**src/rtl/usb_wr_sched_pkg.sv**
```systemverilog
// Shared types and constants for the FX3 slave-FIFO write scheduler.
package usb_wr_sched_pkg;

  typedef enum logic [2:0] {
    ST_IDLE,
    ST_SEL,
    ST_BURST,
    ST_PKTEND,
    ST_GAP
  } state_t;

  localparam logic [1:0]  SLADDR_DP2 = 2'd2;
  localparam logic [1:0]  SLADDR_DP3 = 2'd3;
  localparam int unsigned GAP_CYCLES = 3;

  function automatic logic [1:0] sladdr_of(input logic ch);
    return ch ? SLADDR_DP3 : SLADDR_DP2;
  endfunction

endpackage

```
**src/rtl/usb_wr_sched_if.sv**
```systemverilog
// FX3 slave-FIFO write-side bus: socket flags in, strobes/address/data out.
interface usb_wr_sched_if;
  logic        FLAGA_i;
  logic        FLAGB_i;
  logic [1:0]  SLADDR_o;
  logic        SLCSn_o;
  logic        SLWRn_o;
  logic        PKTENDn_o;
  logic [31:0] DQ_o;

  modport master (
    input  FLAGA_i, FLAGB_i,
    output SLADDR_o, SLCSn_o, SLWRn_o, PKTENDn_o, DQ_o
  );

  modport slave (
    output FLAGA_i, FLAGB_i,
    input  SLADDR_o, SLCSn_o, SLWRn_o, PKTENDn_o, DQ_o
  );
endinterface

```
**src/rtl/usb_rr_arb.sv**
```systemverilog
// Two-requester round-robin arbiter; the requester not served last wins a tie.
module usb_rr_arb (
  input  logic       clk_i,
  input  logic       rstn_i,
  input  logic [1:0] req,
  input  logic       upd,
  input  logic       upd_ch,
  output logic       gnt
);

  logic last;

  // Reset to channel 1 so that channel 0 (dp2) is served first.
  always_ff @(posedge clk_i or negedge rstn_i) begin
    if (!rstn_i)  last <= 1'b1;
    else if (upd) last <= upd_ch;
  end

  always_comb begin
    gnt = req[1];
    if (&req) gnt = ~last;
  end

endmodule

```
**src/rtl/usb_wr_sched.sv**
```systemverilog
// Round-robin FX3 write scheduler for two FWFT FIFOs (dp2 -> socket 2, dp3 -> socket 3).
// Define USB_WR_SCHED_PKTEND_EN to commit short packets with PKTENDn after IDLE_TMO stall cycles.
module usb_wr_sched import usb_wr_sched_pkg::*; #(
  parameter int unsigned BURST_WORDS = 256,
  parameter int unsigned IDLE_TMO    = 64
) (
  input  logic        clk_i,
  input  logic        rstn_i,
  input  logic        en_i,
  input  logic        dp2_epty_i,
  input  logic        dp3_epty_i,
  input  logic [31:0] dp2_dt_i,
  input  logic [31:0] dp3_dt_i,
  output logic        dp2_rd_o,
  output logic        dp3_rd_o,
  output logic        dp2_done_o,
  output logic        dp3_done_o,
  output logic        busy_o,
  usb_wr_sched_if.master fx3
);

  localparam int unsigned    CW       = $clog2(BURST_WORDS + 1);
  localparam logic [CW-1:0]  CNT_FULL = CW'(BURST_WORDS);

  if (BURST_WORDS < 2 || BURST_WORDS > 1024) begin : g_bad_burst
    $error("usb_wr_sched: BURST_WORDS out of range 2..1024");
  end
  if (IDLE_TMO < 1 || IDLE_TMO > 255) begin : g_bad_tmo
    $error("usb_wr_sched: IDLE_TMO out of range 1..255");
  end

  state_t        state;
  logic          ch;        // granted channel: 0 = dp2, 1 = dp3
  logic [CW-1:0] cnt;
  logic [1:0]    gap_cnt;
  logic [1:0]    req;
  logic          gnt;
  logic          arb_upd;
  logic          cur_epty;
  logic          cur_flag;
  logic [31:0]   cur_dt;
  logic          wr_ok;

`ifdef USB_WR_SCHED_PKTEND_EN
  localparam logic [7:0] TMO = 8'(IDLE_TMO);
  logic [7:0] stall;
`else
  assign fx3.PKTENDn_o = 1'b1;
`endif

  assign req     = {~dp3_epty_i & fx3.FLAGB_i, ~dp2_epty_i & fx3.FLAGA_i};
  assign arb_upd = (state == ST_GAP) && (gap_cnt == 2'(GAP_CYCLES - 1));
  assign busy_o  = (state != ST_IDLE);

  usb_rr_arb u_arb (
    .clk_i  (clk_i),
    .rstn_i (rstn_i),
    .req    (req),
    .upd    (arb_upd),
    .upd_ch (ch),
    .gnt    (gnt)
  );

  always_comb begin
    cur_epty = ch ? dp3_epty_i : dp2_epty_i;
    cur_flag = ch ? fx3.FLAGB_i : fx3.FLAGA_i;
    cur_dt   = ch ? dp3_dt_i : dp2_dt_i;
    wr_ok    = (state == ST_BURST) && !cur_epty && cur_flag && (cnt < CNT_FULL);
  end

  // FWFT pop and data capture share one edge, so SLWRn_o and DQ_o line up a cycle later.
  assign dp2_rd_o = wr_ok & ~ch;
  assign dp3_rd_o = wr_ok & ch;

  always_ff @(posedge clk_i or negedge rstn_i) begin
    if (!rstn_i) begin
      state        <= ST_IDLE;
      ch           <= 1'b0;
      cnt          <= '0;
      gap_cnt      <= '0;
      dp2_done_o   <= 1'b0;
      dp3_done_o   <= 1'b0;
      fx3.SLADDR_o <= SLADDR_DP2;
      fx3.SLCSn_o  <= 1'b1;
      fx3.SLWRn_o  <= 1'b1;
      fx3.DQ_o     <= '0;
`ifdef USB_WR_SCHED_PKTEND_EN
      fx3.PKTENDn_o <= 1'b1;
      stall         <= '0;
`endif
    end else begin
      dp2_done_o  <= 1'b0;
      dp3_done_o  <= 1'b0;
      fx3.SLWRn_o <= 1'b1;
      case (state)
        ST_IDLE: begin
          if (en_i && (|req)) begin
            ch           <= gnt;
            fx3.SLADDR_o <= sladdr_of(gnt);
            fx3.SLCSn_o  <= 1'b0;
            state        <= ST_SEL;
          end
        end
        ST_SEL: begin
          cnt   <= '0;
`ifdef USB_WR_SCHED_PKTEND_EN
          stall <= '0;
`endif
          state <= ST_BURST;
        end
        ST_BURST: begin
          if (wr_ok) begin
            fx3.DQ_o    <= cur_dt;
            fx3.SLWRn_o <= 1'b0;
            cnt         <= cnt + 1'b1;
`ifdef USB_WR_SCHED_PKTEND_EN
            stall       <= '0;
`endif
          end else if (cnt == CNT_FULL) begin
            // Last word already strobed; the FX3 auto-commits the full packet.
            fx3.SLCSn_o <= 1'b1;
            dp2_done_o  <= ~ch;
            dp3_done_o  <= ch;
            gap_cnt     <= '0;
            state       <= ST_GAP;
          end
`ifdef USB_WR_SCHED_PKTEND_EN
          else if (cnt != '0 && stall == TMO) begin
            fx3.PKTENDn_o <= 1'b0;
            dp2_done_o    <= ~ch;
            dp3_done_o    <= ch;
            state         <= ST_PKTEND;
          end else if (stall != TMO) begin
            stall <= stall + 1'b1;
          end
`endif
        end
`ifdef USB_WR_SCHED_PKTEND_EN
        ST_PKTEND: begin
          fx3.PKTENDn_o <= 1'b1;
          fx3.SLCSn_o   <= 1'b1;
          gap_cnt       <= '0;
          state         <= ST_GAP;
        end
`endif
        ST_GAP: begin
          if (gap_cnt == 2'(GAP_CYCLES - 1)) state <= ST_IDLE;
          else                               gap_cnt <= gap_cnt + 1'b1;
        end
        default: state <= ST_IDLE;
      endcase
    end
  end

endmodule

```
**src/flat_wrapper.sv**
```systemverilog
// flat-port wrapper written by rule: the top's interface ports become plain ports
module usb_wr_sched_flat import usb_wr_sched_pkg::*;
#(
  parameter int unsigned BURST_WORDS = 256,
  parameter int unsigned IDLE_TMO    = 64
)
  (clk_i, rstn_i, en_i, dp2_epty_i, dp3_epty_i, dp2_dt_i, dp3_dt_i, dp2_rd_o, dp3_rd_o, dp2_done_o, dp3_done_o, busy_o, fx3_FLAGA_i, fx3_FLAGB_i, fx3_SLADDR_o, fx3_SLCSn_o, fx3_SLWRn_o, fx3_PKTENDn_o, fx3_DQ_o);
  usb_wr_sched_if fx3_i ();
  input  logic clk_i;
  input  logic rstn_i;
  input  logic en_i;
  input  logic dp2_epty_i;
  input  logic dp3_epty_i;
  input  logic [31:0] dp2_dt_i;
  input  logic [31:0] dp3_dt_i;
  output logic dp2_rd_o;
  output logic dp3_rd_o;
  output logic dp2_done_o;
  output logic dp3_done_o;
  output logic busy_o;
  input wire logic [$bits(fx3_i.FLAGA_i)-1:0] fx3_FLAGA_i;
  input wire logic [$bits(fx3_i.FLAGB_i)-1:0] fx3_FLAGB_i;
  output wire logic [$bits(fx3_i.SLADDR_o)-1:0] fx3_SLADDR_o;
  output wire logic [$bits(fx3_i.SLCSn_o)-1:0] fx3_SLCSn_o;
  output wire logic [$bits(fx3_i.SLWRn_o)-1:0] fx3_SLWRn_o;
  output wire logic [$bits(fx3_i.PKTENDn_o)-1:0] fx3_PKTENDn_o;
  output wire logic [$bits(fx3_i.DQ_o)-1:0] fx3_DQ_o;
  assign fx3_i.FLAGA_i = fx3_FLAGA_i;
  assign fx3_i.FLAGB_i = fx3_FLAGB_i;
  assign fx3_SLADDR_o = fx3_i.SLADDR_o;
  assign fx3_SLCSn_o = fx3_i.SLCSn_o;
  assign fx3_SLWRn_o = fx3_i.SLWRn_o;
  assign fx3_PKTENDn_o = fx3_i.PKTENDn_o;
  assign fx3_DQ_o = fx3_i.DQ_o;
  usb_wr_sched #(.BURST_WORDS(BURST_WORDS), .IDLE_TMO(IDLE_TMO)) u_core (.clk_i(clk_i), .rstn_i(rstn_i), .en_i(en_i), .dp2_epty_i(dp2_epty_i), .dp3_epty_i(dp3_epty_i), .dp2_dt_i(dp2_dt_i), .dp3_dt_i(dp3_dt_i), .dp2_rd_o(dp2_rd_o), .dp3_rd_o(dp3_rd_o), .dp2_done_o(dp2_done_o), .dp3_done_o(dp3_done_o), .busy_o(busy_o), .fx3(fx3_i));
endmodule
```
**config.mk**
```make
export PLATFORM = sky130hd
export DESIGN_NAME = usb_wr_sched_flat
export DESIGN_NICKNAME = d
export VERILOG_FILES = /design/src/rtl/usb_wr_sched_pkg.sv /design/src/rtl/usb_wr_sched_if.sv /design/src/rtl/usb_rr_arb.sv /design/src/rtl/usb_wr_sched.sv /design/src/flat_wrapper.sv
export SDC_FILE = /design/constraint.sdc
export NUM_CORES = 1
export LEC_CHECK = 0
export ABC_AREA = 1
export CAP_MARGIN = 10
export CORE_MARGIN = 2
export CORE_UTILIZATION = 42
export DETAILED_ROUTE_END_ITERATION = 10
export GPL_ROUTABILITY_DRIVEN = 1
export GPL_TIMING_DRIVEN = 0
export PLACE_DENSITY = 0.78
export SETUP_SLACK_MARGIN = 0.1
export SLEW_MARGIN = 20
export SYNTH_ARGS = -nofsm -noshare
export SYNTH_HDL_FRONTEND = slang
export SYNTH_SLANG_ARGS = --single-unit
```
**constraint.sdc**
```tcl
create_clock -name clk_i -period 2.95 [get_ports clk_i]
set_input_delay 0.7375 -clock clk_i [delete_from_list [all_inputs] [get_ports clk_i]]
set_output_delay 0.7375 -clock clk_i [all_outputs]
set_load 0.02 [all_outputs]
```
==> results_tabular.tex <==
\begin{tabular}{lr}
\hline
Metric & Value \\
\hline
\multicolumn{2}{l}{\textbf{Timing}} \\
Number of pins exceeding their max-slew limit in the final report & 0 \\
Tmin final & 2.82 ns \\
Post-route clock skew & 0.00677 ns \\
Final Hold Vio Count & 0 \\
Actual transition at the worst max-transition pin & about 0.63 ns \\
Setup repair after global routing missed its margin & true \\
Final setup violation count & 0 \\
Relative slew slack & 57.7\% \\
Fmax & about 350 MHz \\
Final sum of negative setup slack & 0 ns \\
Tcrit/Tclk final & roughly 95\% \\
\multicolumn{2}{l}{\textbf{Critical path}} \\
Register-to-Register Setup Slack & 1.52 ns \\
Endpoint class of the critical path & output pin \\
Critical path required time & 2.21 ns \\
Worst flop-to-flop path startpoint & u\_core.state[2] \\
Crit path arrival time & 2.08 ns \\
Crit Path Max Fanout & 10 \\
Worst setup path category & input port to output pin \\
End of the worst register-to-register path & u\_core.fx3.DQ\_o[25] \\
Launching element type of the critical path & input port \\
Worst R2R Path Depth & 8 \\
\multicolumn{2}{l}{\textbf{Synthesis}} \\
Post-synthesis cell area & about 2800 um\^{}2 \\
Yosys synthesis warning count & 0 \\
Unique cell type count in the Yosys netlist & 29 \\
Post-synthesis area per instance & 8.33 um\^{}2 \\
Number of flops mapped to enable cells by yosys & 0 \\
Post-synth top flop & sky130\_fd\_sc\_hd\_\_dfrtp\_1 \\
Synth top area share & between 40\% and 50\% \\
Count of mapped cells out of synthesis & 332 \\
Synth cell count leaders & sky130\_fd\_sc\_hd\_\_nand2\_1, sky130\_fd\_sc\_hd\_\_dfrtp\_1, sky130\_fd\_sc\_hd\_\_nand3\_1 \\
Most common cell in the synthesized netlist & sky130\_fd\_sc\_hd\_\_nand2\_1 \\
Synth area leaders & sky130\_fd\_sc\_hd\_\_dfrtp\_1, sky130\_fd\_sc\_hd\_\_nand2\_1, sky130\_fd\_sc\_hd\_\_nand3\_2 \\
Sequential element share of the synthesized area & 47.2\% \\
FFs w/ async S/R, synth & 100\% \\
Area leader, netlist & sky130\_fd\_sc\_hd\_\_dfrtp\_1 \\
Synth Register Bits & 52 \\
\multicolumn{2}{l}{\textbf{Place}} \\
Half-perimeter wire length after detailed placement & 5040 um \\
Final Wtd Congestion & 0.829 \\
PortBufs & 110 \\
Total placed cells including tap cells & 520 \\
Placed inst area & 3970 um\^{}2 \\
\multicolumn{2}{l}{\textbf{Finish}} \\
Layout Utilization & 64.0\% \\
Post-layout instance count excluding filler cells & approximately 530 \\
Antenna cells & 0 \\
Net count reported at finish & 524 \\
Area growth from synthesis to layout & 46.9\% \\
Final design instance area without fill & 4060 um\^{}2 \\
Fraction of layout instances using a drive strength above 1 & 14.9\% \\
\multicolumn{2}{l}{\textbf{Route}} \\
Router iterations before antenna repair & 4 \\
Starting DRC count in detailed routing & 112 \\
Count of antenna-violating nets left after detailed routing & 0 \\
Routed len/inst & between 10 and 15 um \\
Total Routed Length & 6480 um \\
Total number of vias & 2533 \\
Remaining routing DRC violations & 0 \\
Via-per-instance ratio & around 4.8 \\
\multicolumn{2}{l}{\textbf{Global routing}} \\
Global-route congestion overflow total & 0 \\
Largest net degree at the start of global routing & 53 \\
Vias in the first global route & 2481 \\
Number of antenna violations at the first check in global routing & 0 \\
Wire length of the first global-routing pass & 11000 um \\
Overall Global Routing Usage & 18.8\% \\
\multicolumn{2}{l}{\textbf{Pwr}} \\
Pwr/cell area & 765 nW/um\^{}2 \\
Sw Pwr & 1.20 mW \\
Static Leak & between 1.5 and 2 nW \\
Internal Power & 1.91 mW \\
Clock group share of total power & 13.8\% \\
Switching Share & 38.6\% \\
Peak ir drop on the vdd network & 0.000495 V \\
Logic pwr share & $\sim$50\% \\
Sequential group share of total power & 36.7\% \\
\multicolumn{2}{l}{\textbf{Min path}} \\
Class of the worst hold path & input port to async pin \\
\multicolumn{2}{l}{\textbf{Run}} \\
\# Max-Cap Violations & 0 \\
\multicolumn{2}{l}{\textbf{Floorplan}} \\
Horizontal die dimension & 85.2 um \\
Ports & between 100 and 150 \\
Row count & 29 \\
Total die area & about 7300 um\^{}2 \\
Initial standard-cell utilization of the core & between 40\% and 50\% \\
Die boundary height & between 80 and 90 um \\
Placeable core area & 6350 um\^{}2 \\
\multicolumn{2}{l}{\textbf{Clock tree}} \\
Clock-pin slew reported for the worst setup and hold paths after clock tree synthesis & 0.10 ns \\
Worst skew pair latency & 0.31 ns \\
Buffer cell driving the clock tree root & sky130\_fd\_sc\_hd\_\_clkbuf\_8 \\
Clock sink count & 52 \\
Clock H-tree levels & 2 \\
TritonCTS clock tree & done \\
Max clock buf depth & 2 \\
Number of buffers added by the clock tree synthesis step & 5 \\
\multicolumn{2}{l}{\textbf{Outcome}} \\
Run status & finished clean \\
\hline
\end{tabular}
[worst max path at each step]
stage / slack, ns / end / startpoint / cells past startpoint
6_report: 0.13 / dp3_rd_o / fx3_FLAGB_i / 7
5_1_grt: 0.06 / dp3_rd_o / fx3_FLAGB_i / 7
4_1_cts: 0.09 / dp3_rd_o / fx3_FLAGB_i / 7
3_5_place_dp: -0.30 / dp3_rd_o / fx3_FLAGB_i / 7
3_3_place_gp: -0.48 / u_core.fx3.DQ_o[3] / rstn_i / 1
2_1_floorplan: 0.86 / dp3_rd_o / fx3_FLAGB_i / 5
[cell families after synthesis]
| group | after synthesis | synth area share, % |
|---|---|---|
| and+or+nand+nor | 229 | 40.9 |
| xor gates and xnor gates | 2 | 0.633 |
| DFF | 52 | 47.2 |
| other | 1 | 0.136 |
| AOI/OAI and AO/OA | 9 | 1.72 |
| buffers and inverters | 36 | 8.05 |
| adders and majority gates | 3 | 1.36 |
[power by group through the flow]
stage | clock network (mW) | registers (mW) | logic [mW]
CTS | 0.443 | 1.14 | 1.56
floorplan | 0 | 1.42 | 0.558
global placement | 0 | 1.14 | 1.53
detailed placement | 0 | 1.15 | 1.55
finish | 0.430 | 1.14 | 1.54
global route | 0.474 | 1.17 | 1.66
[final cells by class]
type / count / area (um^2)
sequential: 52 / 1310
multi-input combinational: 245 / 1250
fill: 559 / 2290
clock inverter: 3 / 26.3
timing repair buffer: 110 / 1090
clock buffer: 5 / 68.8
buffer: 13 / 131
inverter: 23 / 91.3
tap: 77 / 96.3
[metal layers]
layer,global-route usage [%],part of all wire (%)
met5,0,0
met4,4.33,0.88
met3,6.52,7.9
met2,33.0,51
met1,22.0,40
[flip-flops by register name, indices dropped and copies added, names as in the netlist]
register / flops
u_core.dp3_done_o: 1
u_core.fx3.SLWRn_o: 1
u_core.cnt: 9
u_core.gap_cnt: 2
u_core.fx3.DQ_o: 32
u_core.dp2_done_o: 1
u_core.ch: 1
u_core.fx3.SLCSn_o: 1
u_core.state: 3
u_core.u_arb.last: 1
[cell usage in the layout (no fill, tap or decap)]
cell type,n
sky130_fd_sc_hd__clkinv_4,1
sky130_fd_sc_hd__xnor2_1,1
sky130_fd_sc_hd__dfstp_2,3
sky130_fd_sc_hd__nor2_8,2
sky130_fd_sc_hd__nor3b_1,1
sky130_fd_sc_hd__ha_1,3
sky130_fd_sc_hd__buf_8,1
sky130_fd_sc_hd__buf_6,7
sky130_fd_sc_hd__nor2_1,16
sky130_fd_sc_hd__buf_2,1
sky130_fd_sc_hd__nand2_4,1
sky130_fd_sc_hd__nor2_2,2
sky130_fd_sc_hd__nor3_1,2
sky130_fd_sc_hd__nand2_1,145
sky130_fd_sc_hd__nand2_8,1
sky130_fd_sc_hd__clkdlybuf4s50_1,107
sky130_fd_sc_hd__nor2_4,1
sky130_fd_sc_hd__buf_4,6
sky130_fd_sc_hd__or2_2,1
sky130_fd_sc_hd__inv_1,20
sky130_fd_sc_hd__conb_1,2
sky130_fd_sc_hd__inv_2,2
sky130_fd_sc_hd__nand3_2,22
sky130_fd_sc_hd__clkbuf_8,5
sky130_fd_sc_hd__nand2_2,6
sky130_fd_sc_hd__o211ai_1,1
sky130_fd_sc_hd__clkdlybuf4s15_2,1
sky130_fd_sc_hd__xor2_1,1
sky130_fd_sc_hd__o21ai_1,3
sky130_fd_sc_hd__inv_6,3
sky130_fd_sc_hd__nand3_4,1
sky130_fd_sc_hd__o21ai_0,5
sky130_fd_sc_hd__nand3_1,27
sky130_fd_sc_hd__dfrtp_1,49
sky130_fd_sc_hd__nand4_1,1
[worst max-delay path: stages]
cell and delay, ns:
sky130_fd_sc_hd__clkdlybuf4s50_1 0.45, sky130_fd_sc_hd__inv_1 0.04, sky130_fd_sc_hd__nor2_2 0.15, sky130_fd_sc_hd__nand2_2 0.12, sky130_fd_sc_hd__nor2_8 0.16, sky130_fd_sc_hd__buf_8 0.15
sky130_fd_sc_hd__clkdlybuf4s15_2 0.26
[what timing repair did]
item                                    4_1_cts  5_1_grt
endpoints found under the setup margin        2        2
hold buffers                                  0        0
buffers inserted                              0        0
resized for setup                             8        1
gates cloned                                  0        0
pin swaps                                     0        1
[through the flow]
step                total power [mW]  hold slack (ns)  setup WS, ns
detailed placement              2.70            0.464        -0.301
CTS                             3.14            0.471        0.0925
floorplan                       1.98            0.442         0.855
finish                          3.11            0.443         0.133
global route                    3.31            0.493        0.0581
global placement                2.67            0.460        -0.482
Note: power is estimated with default switching activity, not from simulation.
